$ cat src/rtl/uart_rx.sv
// UART receiver for a 16x oversampling clock: synchronizes rx, finds and validates
// the start bit, samples each bit at mid-bit, checks optional parity and the stop bit.
module uart_rx #(
    parameter bit          PARITY_EN   = 1'b0,
    parameter bit          PARITY_ODD  = 1'b0,
    parameter int unsigned SYNC_STAGES = 2      // minimum 2
) (
    input  logic       mclkx16,
    input  logic       reset,
    input  logic       rx,
    input  logic       read,
    output logic [7:0] data,
    output logic       rxrdy,
    output logic       framing_error,
    output logic       parity_error,
    output logic       overrun
);

    typedef enum logic [2:0] {
        S_IDLE,
        S_START,
        S_DATA,
        S_PARITY,
        S_STOP,
        S_BREAK
    } state_t;

    state_t                 state_q, state_d;
    logic [SYNC_STAGES-1:0] sync_q, sync_d;
    logic [3:0]             cnt_q, cnt_d;
    logic [2:0]             bit_idx_q, bit_idx_d;
    logic [7:0]             shift_q, shift_d;
    logic                   par_err_q, par_err_d;
    logic [7:0]             data_q, data_d;
    logic                   rxrdy_q, rxrdy_d;
    logic                   fe_q, fe_d;
    logic                   pe_q, pe_d;
    logic                   ov_q, ov_d;
    logic                   rx_s;
    logic                   frame_done;

    assign rx_s = sync_q[SYNC_STAGES-1];

    always_comb begin
        state_d    = state_q;
        sync_d     = {sync_q[SYNC_STAGES-2:0], rx};
        cnt_d      = cnt_q + 4'd1;
        bit_idx_d  = bit_idx_q;
        shift_d    = shift_q;
        par_err_d  = par_err_q;
        frame_done = 1'b0;

        case (state_q)
            S_IDLE: begin
                cnt_d = 4'd0;
                if (!rx_s) begin
                    state_d = S_START;
                end
            end
            S_START: begin
                // Mid start bit: a line that is high again was only a glitch.
                if (cnt_q == 4'd7) begin
                    cnt_d     = 4'd0;
                    bit_idx_d = 3'd0;
                    state_d   = rx_s ? S_IDLE : S_DATA;
                end
            end
            S_DATA: begin
                if (cnt_q == 4'd15) begin
                    shift_d   = {rx_s, shift_q[7:1]};
                    bit_idx_d = bit_idx_q + 3'd1;
                    if (bit_idx_q == 3'd7) begin
                        state_d = PARITY_EN ? S_PARITY : S_STOP;
                    end
                end
            end
            S_PARITY: begin
                if (cnt_q == 4'd15) begin
                    par_err_d = rx_s ^ (^shift_q) ^ PARITY_ODD;
                    state_d   = S_STOP;
                end
            end
            S_STOP: begin
                // Released at mid-stop so a following start bit is not missed.
                if (cnt_q == 4'd15) begin
                    frame_done = 1'b1;
                    state_d    = rx_s ? S_IDLE : S_BREAK;
                end
            end
            S_BREAK: begin
                cnt_d = 4'd0;
                if (rx_s) begin
                    state_d = S_IDLE;
                end
            end
            default: begin
                state_d = S_IDLE;
                cnt_d   = 4'd0;
            end
        endcase
    end

    always_comb begin
        data_d  = data_q;
        rxrdy_d = rxrdy_q;
        fe_d    = fe_q;
        pe_d    = pe_q;
        ov_d    = ov_q;
        // A completion takes priority over a simultaneous read acknowledge.
        if (frame_done) begin
            data_d  = shift_q;
            fe_d    = ~rx_s;
            pe_d    = PARITY_EN ? par_err_q : 1'b0;
            rxrdy_d = 1'b1;
            if (rxrdy_q && !read) begin
                ov_d = 1'b1;
            end
        end else if (read && rxrdy_q) begin
            rxrdy_d = 1'b0;
            ov_d    = 1'b0;
        end
    end

    always_ff @(posedge mclkx16 or negedge reset) begin
        if (!reset) begin
            state_q   <= S_IDLE;
            sync_q    <= '1;
            cnt_q     <= 4'd0;
            bit_idx_q <= 3'd0;
            shift_q   <= 8'h00;
            par_err_q <= 1'b0;
            data_q    <= 8'h00;
            rxrdy_q   <= 1'b0;
            fe_q      <= 1'b0;
            pe_q      <= 1'b0;
            ov_q      <= 1'b0;
        end else begin
            state_q   <= state_d;
            sync_q    <= sync_d;
            cnt_q     <= cnt_d;
            bit_idx_q <= bit_idx_d;
            shift_q   <= shift_d;
            par_err_q <= par_err_d;
            data_q    <= data_d;
            rxrdy_q   <= rxrdy_d;
            fe_q      <= fe_d;
            pe_q      <= pe_d;
            ov_q      <= ov_d;
        end
    end

    assign data          = data_q;
    assign rxrdy         = rxrdy_q;
    assign framing_error = fe_q;
    assign parity_error  = pe_q;
    assign overrun       = ov_q;

endmodule
$ cat config.mk
export PLATFORM = sky130hd
export DESIGN_NAME = uart_rx
export DESIGN_NICKNAME = d
export VERILOG_FILES = /design/src/rtl/uart_rx.sv
export SDC_FILE = /design/constraint.sdc
export NUM_CORES = 1
export LEC_CHECK = 0
export CAP_MARGIN = 20
export CORE_UTILIZATION = 40
export CTS_BUF_LIST = sky130_fd_sc_hd__clkbuf_2
export CTS_CLUSTER_SIZE = 40
export DETAILED_ROUTE_END_ITERATION = 10
export PLACE_DENSITY = 0.63
export SYNTH_ARGS = -nofsm -noshare
export SYNTH_HDL_FRONTEND = slang
export SYNTH_SLANG_ARGS = --single-unit
$ cat constraint.sdc
create_clock -name mclkx16 -period 2.6 [get_ports mclkx16]
set_input_delay 0.26 -clock mclkx16 [delete_from_list [all_inputs] [get_ports mclkx16]]
set_output_delay 0.26 -clock mclkx16 [all_outputs]
set_load 0.01 [all_outputs]
# Word level (Yosys, flattened, before mapping)
# Cells that the tools add are included.
# word_totals
reg_bits,31
in_bits,4
output_inout_bits,12
wordCells,60
# classes
n_addsub,2
n_eq_ne,16
mux,21
n_bitwise,1
n_reduce_logical,11
# ops
cell,n
3-bit two-way mux,10
3-bit one-hot mux with 6 select lines,1
"2-bit inequality test, second input constant",7
"3-bit equality test, second input constant",3
4-bit one-hot mux with 2 select lines,1
7-bit AND reduction,1
"3-bit by 2-bit equality test with 1-bit output, second input constant",2
1-bit two-way mux,6
3-bit one-hot mux with 2 select lines,1
"4-bit by 1-bit adder with 4-bit output, second input constant",1
"4-bit by 3-bit equality test with 1-bit output, second input constant",1
"4-bit equality test, second input constant",1
4-bit two-way mux,1
2-bit AND reduction,2
2-bit nonzero test,2
"3-bit by 1-bit adder with 3-bit output, second input constant",1
"3-bit by 1-bit equality test with 1-bit output, second input constant",1
3-bit logical NOT,1
3-bit AND reduction,1
3-bit OR reduction,1
1-bit logical AND,2
2-bit two-way mux,1
"2-bit by 1-bit inequality test with 1-bit output, second input constant",1
1-bit logical NOT,1
1-bit inverter,1

# Depth between registers and ports, before layout
# Gate-level depths: netlist of the first run.
# depth
ltp_word,5
depth_mapped,5
mapped_depth_nobuf,5

# Worst setup path before layout of the first run
# Ideal clock, no wire load.
# synth_path
path_type,reg2reg
startpoint,register cnt_q[0]
endpoint,register shift_q[0]
setup_ns,0.125
arrival_time_ns,1.475
required_time_ns,2.475
slack_ns,1.000
path_stages_with_launch,6
n_path_buf,1
period_less_slack_ns,1.600
path_cell_list,dfrtp_1 > ha_1 > and3b_2 > and3_4 > buf_6 > mux2_4
# synth_between
elab_chain_cells,2
# synth_rtl
element,line_no,rtl
from (decl),30,"logic [3:0] cnt_q, cnt_d;"
from (signal assigned),140,cnt_q <= cnt_d;
4-bit equality test,69,if (cnt_q == 4'd15) begin
2-bit AND reduction (no source line),-,
to (signal assigned),142,shift_q <= shift_d;
to (decl),32,"logic [7:0] shift_q, shift_d;"
# No other way between the ends.
# A chain may end at the register's enable or synchronous reset.

# Worst setup path after layout of the first run
# layout_path
startpoint,register cnt_q[0]
endpoint,register shift_q[6]
# Same word-level chain as after synthesis.

==> qor.yml, run 1 <==
clock_tree:
  h-tree-depth: 2
  numCtsBuffers: 5
  cts_buffer_depth: 2
  clk_latency_ns: 0.38
  root_buffer: "clkbuf_2"
  post_cts_buffers: 0
  clk_pin_slew_ns: 0.17
  post_cts_resize_count: 0
  clock-sinks: 31
  postCtsHoldBufs: 0
  cts_tree: "built"
pwr:
  power_density_nw_per_um2: 669
  p_leak_nw: 0.757
  ir_drop_v: 0.000279
synthesis:
  synthCells: 114
  synth_area_per_cell_sq_um: 12.8
  ys_async_sr_fraction_pct: 100
  yosys_warnings: 0
  synth_edf_count: 0
  synth_cell_type_count: 39
  synthTopCellsByArea: "dfrtp_1 50%, mux2_4 8.2%, mux2_2 6.2%, dfstp_2 3.6%, ha_1 2.6%"
  synth_ff_type: "dfrtp_1"
  yosysSeqAreaShare_pct: 53.3
  synth_top_area_cell: "dfrtp_1"
  syn_nets: 121
  netlist_area_sq_um: 1460
  synth_top_area_share_pct: 49.7
  ys_ff_latch: 31
placement:
  place_congestion: 0.747
  place_area_sq_um: 1620
  pre_cts_ws_ns: 0.901
  place_hpwl_um: 1650
  dp.cells: 168
  io_buffers: 14
detailed_routing:
  routed_wl_um: 2400
  drtIter0Drc: 20
  vias_per_cell: 5.09
  routedWlPerCell_um: 13.6
  firstDrtPassIters: 4
  ant_nets: 0
  dr_total_vias: 896
  drc: 0
layout:
  final_cells: 176
  fin_util_pct: 48.5
  regArea_sq_um: 778
  area_growth_pct: 13.4
  fillCellCount: 322
  drive_gt1_share_pct: 23.1
  antenna_cells: 0
  final_cell_mix: "29 x dfrtp_1, 14 x clkdlybuf4s50_1, 8 x mux2_4, 8 x mux2_2, 6 x a21oi_1"
  multiInputGateArea_sq_um: 618
  final_common_cell: "dfrtp_1"
  design_area_sq_um: 1660
  nets: 136
setup_path:
  arrival_ns: 1.98
  end_kind: "register"
  crit_path_cell_trace: "ha_1 -> and3b_2 -> and3_4 -> mux2_4"
  cp_top_family: "simple AND/OR/NAND/NOR gates"
  crit_path_start_kind: "register"
  crit_buf_inv: 0
  r2r-end: "shift_q[6]"
  crit_start: "cnt_q[0]"
  path_class: "register to register"
  crit_path_max_incr_delay_ns: 0.40
  reg2reg_slack_ns: 0.90
  critPathRequiredTime_ns: 2.88
  reg2reg_depth: 4
  critPathMaxFanout: 8
  cpMaxStageDelayCell: "dfrtp_1"
  rr_startpoint: "cnt_q[0]"
floorplan:
  start_util_pct: 42.8
  die_h_um: 62.4
  dieWidth_um: 62.4
  core_sq_um: 3420
  die_area_sq_um: 3900
  rows: 21
  io_pins: 16
sta:
  clock_skew_ns: 0.0225
  finalSetupTns_ns: 0
  fin_crit_sh_pct: 65.4
  setup_viol: 0
  final_max_slew_viol_count: 0
  fin_ws_ns: 0.899
  period_minus_slack_ns: 1.70
  fmax_mhz: 588
  rsz0062_at_grt: "no"
  hold_viol: 0
job:
  drv_cap: 0
outcome:
  status: "complete, no violations"
grt:
  grt_pass1_vias: 935
  grt_pass1_wl_um: 4490
  grt.overflow.total: 0
  grt_max_degree: 32
  grt_use_total_pct: 15.0
  antenna_found_initial: 0
hold_path:
  hold_path.class: "input port to asynchronous set/reset pin"
per-layer routing:
| layer | wire length, um | global-route usage [%] | up-vias |
|---|---|---|---|
| met5 | 0 | 0 | - |
| met4 | 65 | 9.88 | 0 |
| met3 | 95 | 4.01 | 7 |
| met2 | 1080 | 21.9 | 18 |
| met1 | 1160 | 19.7 | 436 |
| li1 | - | - | 435 |
cell type report:
| type | instances | area share, % |
|---|---|---|
| tap | 46 | 3.47 |
| timing repair buffer | 15 | 8.91 |
| clock buffer | 5 | 1.51 |
| clock inverter | 3 | 0.906 |
| inverter | 4 | 0.906 |
| sequential | 31 | 47.0 |
| multi-input combinational | 72 | 37.3 |
cell usage after synthesis, types with 2 or more instances:
cell type and instances:
inv_1 4, and3_1 2, a31oi_1 2, buf_6 2, nor2_1 2, dfstp_2 2
a21oi_1 6, buf_2 4, dfrtp_1 29, a211oi_1 3, ha_1 3, o21a_1 3
o21ai_0 5, nor2b_1 5, nand3_1 2, nand2_1 3, mux2_4 8, mux2_2 8
power by group:
group	switching [mW]	internal, mW
Clock	0.170	0.0598
Sequential	0.0946	0.536
Combinational	0.122	0.125
Total	0.387	0.721
stage by stage:
stage / hold slack, ns / power [mW]
final: 0.241 / 1.11
after global routing: 0.268 / 1.18
after CTS: 0.243 / 1.12
after detailed placement: 0.348 / 0.888
after global placement: 0.347 / 0.874
after floorplan: -0.0356 / 0.834
worst max path at each step:
stage                 end  cells past startpoint
2_1_floorplan  shift_q[0]                      5
3_3_place_gp   shift_q[5]                      4
3_5_place_dp   shift_q[7]                      4
4_1_cts        shift_q[6]                      3
5_1_grt        shift_q[6]                      3
6_report       shift_q[6]                      4
cell families after synthesis:
group,after synthesis,share of synthesized area [%]
simple gates,25,12.3
flops,31,53.3
xor+xnor,2,1.20
other cells,1,0.257
compound gates,24,10.9
buf+inv,11,4.45
mux,17,15.1
fa+ha+maj,3,2.57
registers in the layout (all words and copies together), names as in the netlist:
register       flops
bit_idx_q          3
state_q            3
data               8
rxrdy              1
framing_error      1
sync_q             2
cnt_q              4
shift_q            8
overrun            1
(Power assumes the default switching activity.)
==> run 2, diff against run 1 <==
- clock period: 2.6 -> 1.7 ns (I/O delays scaled with it)
==> run 2 against run 1 <==
Compared with the run above:
- core utilization is 2.0 points higher
- global-route usage down 0.25 points
- largest cell class unchanged
- highest routed layer unchanged
- sequential power up 48%
- critical path type unchanged
- clock skew down 0.0030 ns
==> qor.yml, run 2 (synthesis gave the netlist of run 1 again) <==
outcome:
  status: "complete, no violations"
detailed_routing:
  drtIter0Drc: 13  # -35%
  ant_nets: 0  # unchanged
  routed_wl_um: 2480  # +3.1%
  drc: 0  # unchanged
  routedWlPerCell_um: 13.6  # -0.32%
  dr_total_vias: 928  # +3.6%
  vias_per_cell: 5.10  # +0.16%
  firstDrtPassIters: 4  # unchanged
setup_path:
  reg2reg_depth: 4  # unchanged
  critPathMaxFanout: 8  # unchanged
  crit_path_start_kind: "register"
  rr_startpoint: "cnt_q[0]"
  path_class: "register to register"
  critPathRequiredTime_ns: 1.96  # -0.92 ns
  arrival_ns: 1.90  # -0.08 ns
  end_kind: "register"
  r2r-end: "shift_q[5]"
  reg2reg_slack_ns: 0.06  # -0.84 ns
pwr:
  power_density_nw_per_um2: 1100  # +65%
  p_total_mw: 1.90  # +72%
  p_leak_nw: 0.804  # +6.2%
  ir_drop_v: 0.000617  # +120%
clock_tree:
  clock-sinks: 31  # unchanged
  cts_tree: "built"
  root_buffer: "clkbuf_2"
  clk_pin_slew_ns: 0.17  # about the same
  cts_buffer_depth: 2  # unchanged
  post_cts_resize_count: 0  # unchanged
  numCtsBuffers: 5  # unchanged
  clk_latency_ns: 0.38  # about the same
  postCtsHoldBufs: 0  # unchanged
  h-tree-depth: 2  # unchanged
  post_cts_buffers: 0  # unchanged
sta:
  fmax_mhz: 611  # +3.9%
  period_minus_slack_ns: 1.64  # -0.0645 ns
  setup_viol: 0  # unchanged
  clock_skew_ns: 0.0194  # -0.00305 ns
  hold_viol: 0  # unchanged
  fin_crit_sh_pct: 96.3  # +31 points
  rsz0062_at_grt: "no"
  finalSetupTns_ns: 0  # unchanged
  final_max_slew_viol_count: 0  # unchanged
layout:
  final_common_cell: "dfrtp_1"
  fin_util_pct: 50.5  # +2.0 points
  antenna_cells: 0  # unchanged
  drive_gt1_share_pct: 27.2  # +4.1 points
  area_growth_pct: 18.1
  nets: 142  # +4.4%
  final_cell_mix: "29 x dfrtp_1, 14 x clkdlybuf4s50_1, 8 x mux2_4, 8 x mux2_2, 7 x buf_4"
  regArea_sq_um: 778  # unchanged
  multiInputGateArea_sq_um: 618  # unchanged
  fillCellCount: 318  # -1.2%
grt:
  grt.overflow.total: 0  # unchanged
  antenna_found_initial: 0  # unchanged
  grt_pass1_vias: 963  # +3.0%
  grt_pass1_wl_um: 4350  # -3.1%
  grt_use_total_pct: 14.8  # -0.25 points
  grt_max_degree: 32  # unchanged
hold_path:
  hold_path.class: "input port to asynchronous set/reset pin"
placement:
  place_congestion: 0.762  # +2.0%
  place_hpwl_um: 1750  # +6.0%
  io_buffers: 14  # unchanged
floorplan:
  start_util_pct: 42.8  # unchanged
  dieWidth_um: 62.4  # unchanged
  core_sq_um: 3420  # unchanged
  die_area_sq_um: 3900  # unchanged
  rows: 21  # unchanged
  io_pins: 16  # unchanged
  die_h_um: 62.4  # unchanged
job:
  drv_cap: 0  # unchanged
## run 2: worst max-delay path by stage
stage,depth (start not counted),to,startpoint
final,4,shift_q[5],cnt_q[0]
after global routing,4,shift_q[5],cnt_q[0]
after CTS,4,shift_q[5],cnt_q[0]
after detailed placement,4,shift_q[7],cnt_q[0]
after global placement,4,shift_q[6],cnt_q[0]
after floorplan,5,shift_q[0],cnt_q[0]
## run 2: layout make-up
type / instances / area share [%]
Inverter: 4 / 0.870
Timing Repair Buffer: 21 / 11.2
Tap cell: 46 / 3.34
Clock inverter: 3 / 2.25
Sequential cell: 31 / 45.1
Clock buffer: 5 / 1.45
Multi-Input combinational cell: 72 / 35.8
## run 2: layer usage
layer  wire length (um)  vias up  GRT usage, %
met3                104        7          5.66
met1               1160      454          17.2
met2               1160       17          23.5
li1                   -      450             -
met4                 47        0          7.85
met5                  0        -             0
## run 2: where the power goes
part           internal (mW)  switching [mW]
Combinational          0.240           0.231
Sequential             0.821           0.114
Clock                  0.242           0.255
## run 2: critical path, stage by stage, from the launching register on
cell and delay, ns:
dfrtp_1 0.40, ha_1 0.24, and3b_2 0.27, and3_4 0.30, mux2_4 0.31
## run 2: metrics by stage
stage | hold WS (ns) | cells | setup slack (ns) | area, sq um
floorplan | -0.126 | 114 | 0.0997 | 1460
global placement | 0.347 | 174 | 0.138 | 1660
detailed placement | 0.350 | 174 | 0.0879 | 1660
CTS | 0.154 | 182 | 0.0661 | 1730
global route | 0.150 | 182 | 0.00794 | 1730
finish | 0.153 | 182 | 0.0630 | 1730
==> run 3, diff against run 2 <==
- REMOVE_ABC_BUFFERS: default -> 1
==> run 3 against run 2 <==
Compared with the run above:
- sequential share of layout area rose by 1.0 points
- combinational power fell by 6.1%
- first-iteration DRC count fell by 62%
- final area shrank 2.2%
- register-to-register slack gained 0.02 ns
- worst hold slack better by 0.0096 ns
- critical path depth is the same
- sequential power up 1%
- via count is 2.5% higher
- clock skew is 0.00068 ns higher
- fmax rose by 1.2%
- cell count shrank 1.1%
- critical path type unchanged
- critical endpoint is now shift_q[7]
- largest cell class unchanged
==> qor.yml, run 3 (synthesis gave the netlist of run 1 again) <==
floorplan:
  dieWidth_um: 62.4  # unchanged
  die_h_um: 62.4  # unchanged
  core_sq_um: 3420  # unchanged
  die_area_sq_um: 3900  # unchanged
  io_pins: 16  # unchanged
  rows: 21  # unchanged
  start_util_pct: 42.8  # unchanged
clock_tree:
  post_cts_resize_count: 0  # unchanged
  numCtsBuffers: 5  # unchanged
  clock-sinks: 31  # unchanged
  clk_latency_ns: 0.37  # about the same
  root_buffer: "clkbuf_2"
  cts_buffer_depth: 2  # unchanged
  h-tree-depth: 2  # unchanged
  postCtsHoldBufs: 0  # unchanged
  post_cts_buffers: 0  # unchanged
  cts_tree: "built"
  clk_pin_slew_ns: 0.15  # -0.02 ns
sta:
  final_max_slew_viol_count: 0  # unchanged
  fmax_mhz: 618  # +1.2%
  clock_skew_ns: 0.0201  # +0.000678 ns
  fin_crit_sh_pct: 95.2  # -1.1 points
  hold_viol: 0  # unchanged
  rsz0062_at_grt: "no"
  setup_viol: 0  # unchanged
  fin_ws_ns: 0.0821  # +0.0191 ns
  period_minus_slack_ns: 1.62  # -0.0191 ns
  finalSetupTns_ns: 0  # unchanged
  hold_slack_ns: 0.163  # +0.00956 ns
grt:
  grt_max_degree: 32  # unchanged
  antenna_found_initial: 0  # unchanged
  grt_pass1_wl_um: 4480  # +3.0%
  grt.overflow.total: 0  # unchanged
  grt_use_total_pct: 15.2  # +0.43 points
  grt_pass1_vias: 988  # +2.6%
layout:
  fillCellCount: 327  # +2.8%
  multiInputGateArea_sq_um: 618  # unchanged
  drive_gt1_share_pct: 26.1  # -1.1 points
  final_common_cell: "dfrtp_1"
  final_cells: 180  # -1.1%
  area_growth_pct: 15.5
  nets: 141  # -0.70%
  regArea_sq_um: 778  # unchanged
  antenna_cells: 0  # unchanged
  final_cell_mix: "29 x dfrtp_1, 14 x clkdlybuf4s50_1, 8 x mux2_4, 8 x mux2_2"
detailed_routing:
  dr_total_vias: 951  # +2.5%
  ant_nets: 0  # unchanged
  drtIter0Drc: 5  # -8
  firstDrtPassIters: 4  # unchanged
  vias_per_cell: 5.28  # +3.6%
  routedWlPerCell_um: 14.1  # +3.6%
  drc: 0  # unchanged
  routed_wl_um: 2540  # +2.5%
setup_path:
  arrival_ns: 1.87  # -0.03 ns
  cp_top_family: "simple AND/OR/NAND/NOR gates"
  crit_path_start_kind: "register"
  critPathRequiredTime_ns: 1.96  # about the same
  cpMaxStageDelayCell: "dfrtp_1"
  crit_path_max_incr_delay_ns: 0.39  # about the same
  crit_path_cell_trace: "ha_1 -> and3b_2 -> and3_4 -> mux2_4"
  path_class: "register to register"
  critPathMaxFanout: 8  # unchanged
  crit_buf_inv: 0  # unchanged
  end_kind: "register"
placement:
  pre_cts_ws_ns: 0.101  # +0.0130 ns
  io_buffers: 14  # unchanged
  place_congestion: 0.771  # +1.2%
  place_hpwl_um: 1760  # +0.27%
  dp.cells: 173  # -0.57%
outcome:
  status: "complete, no violations"
pwr:
  power_density_nw_per_um2: 1020  # -7.3%
  p_leak_nw: 0.786  # -2.3%
  ir_drop_v: 0.000562  # -8.8%
hold_path:
  hold_path.class: "input port to asynchronous set/reset pin"
job:
  drv_cap: 0  # unchanged
-- run 3: changes by cell type in the layout (fill, tap and decap cells not counted), sizes merged --
cell,previous run,this run
buf,7,6
bufinv,1,0
-- run 3: area by class of cell --
class	instances	area share (%)
Sequential cell	31	46.1
Multi-Input combinational cell	72	36.6
Timing Repair Buffer	20	11.0
Tap cell	46	3.41
Clock buffer	5	1.48
Inverter	4	0.890
Clock inverter	2	0.519
-- run 3: worst register-to-register path: stages, from the launching register on --
cell and delay (ns):
dfrtp_1 0.39, ha_1 0.24, and3b_2 0.27, and3_4 0.30, mux2_4 0.31
-- run 3: metal layers --
layer | track usage, % | vias to the layer above | routed length [um]
li1 | - | 449 | -
met1 | 17.8 | 479 | 1170
met2 | 24.3 | 15 | 1220
met3 | 4.01 | 8 | 74
met4 | 10.5 | 0 | 75
met5 | 0 | - | 0
-- run 3: final timing paths --
check	startpoint	to	slack, ns	cells after the start
worst max-delay path	cnt_q[0]	shift_q[7]	0.08	4
worst min-delay path	reset	cnt_q[2]	0.16	2
worst max register to register	cnt_q[0]	shift_q[7]	0.08	4
worst min register to register	sync_q[0]	sync_q[1]	0.37	0
max in group asynchronous	reset	sync_q[1]	1.20	2
min in group mclkx16	rx	sync_q[0]	0.21	1
-- run 3: where the power goes --
| group | internal, mW | switching, mW |
|---|---|---|
| clock | 0.0867 | 0.248 |
| sequential | 0.821 | 0.126 |
| combinational | 0.230 | 0.213 |
-- run 3: stage by stage --
stage	power [mW]	util (%)	instance area (sq um)
global route	1.85	49.4	1690
floorplan	1.24	-	1410
global placement	1.38	48.4	1650
CTS	1.75	49.4	1690
detailed placement	1.40	48.4	1650
finish	1.72	49.4	1690
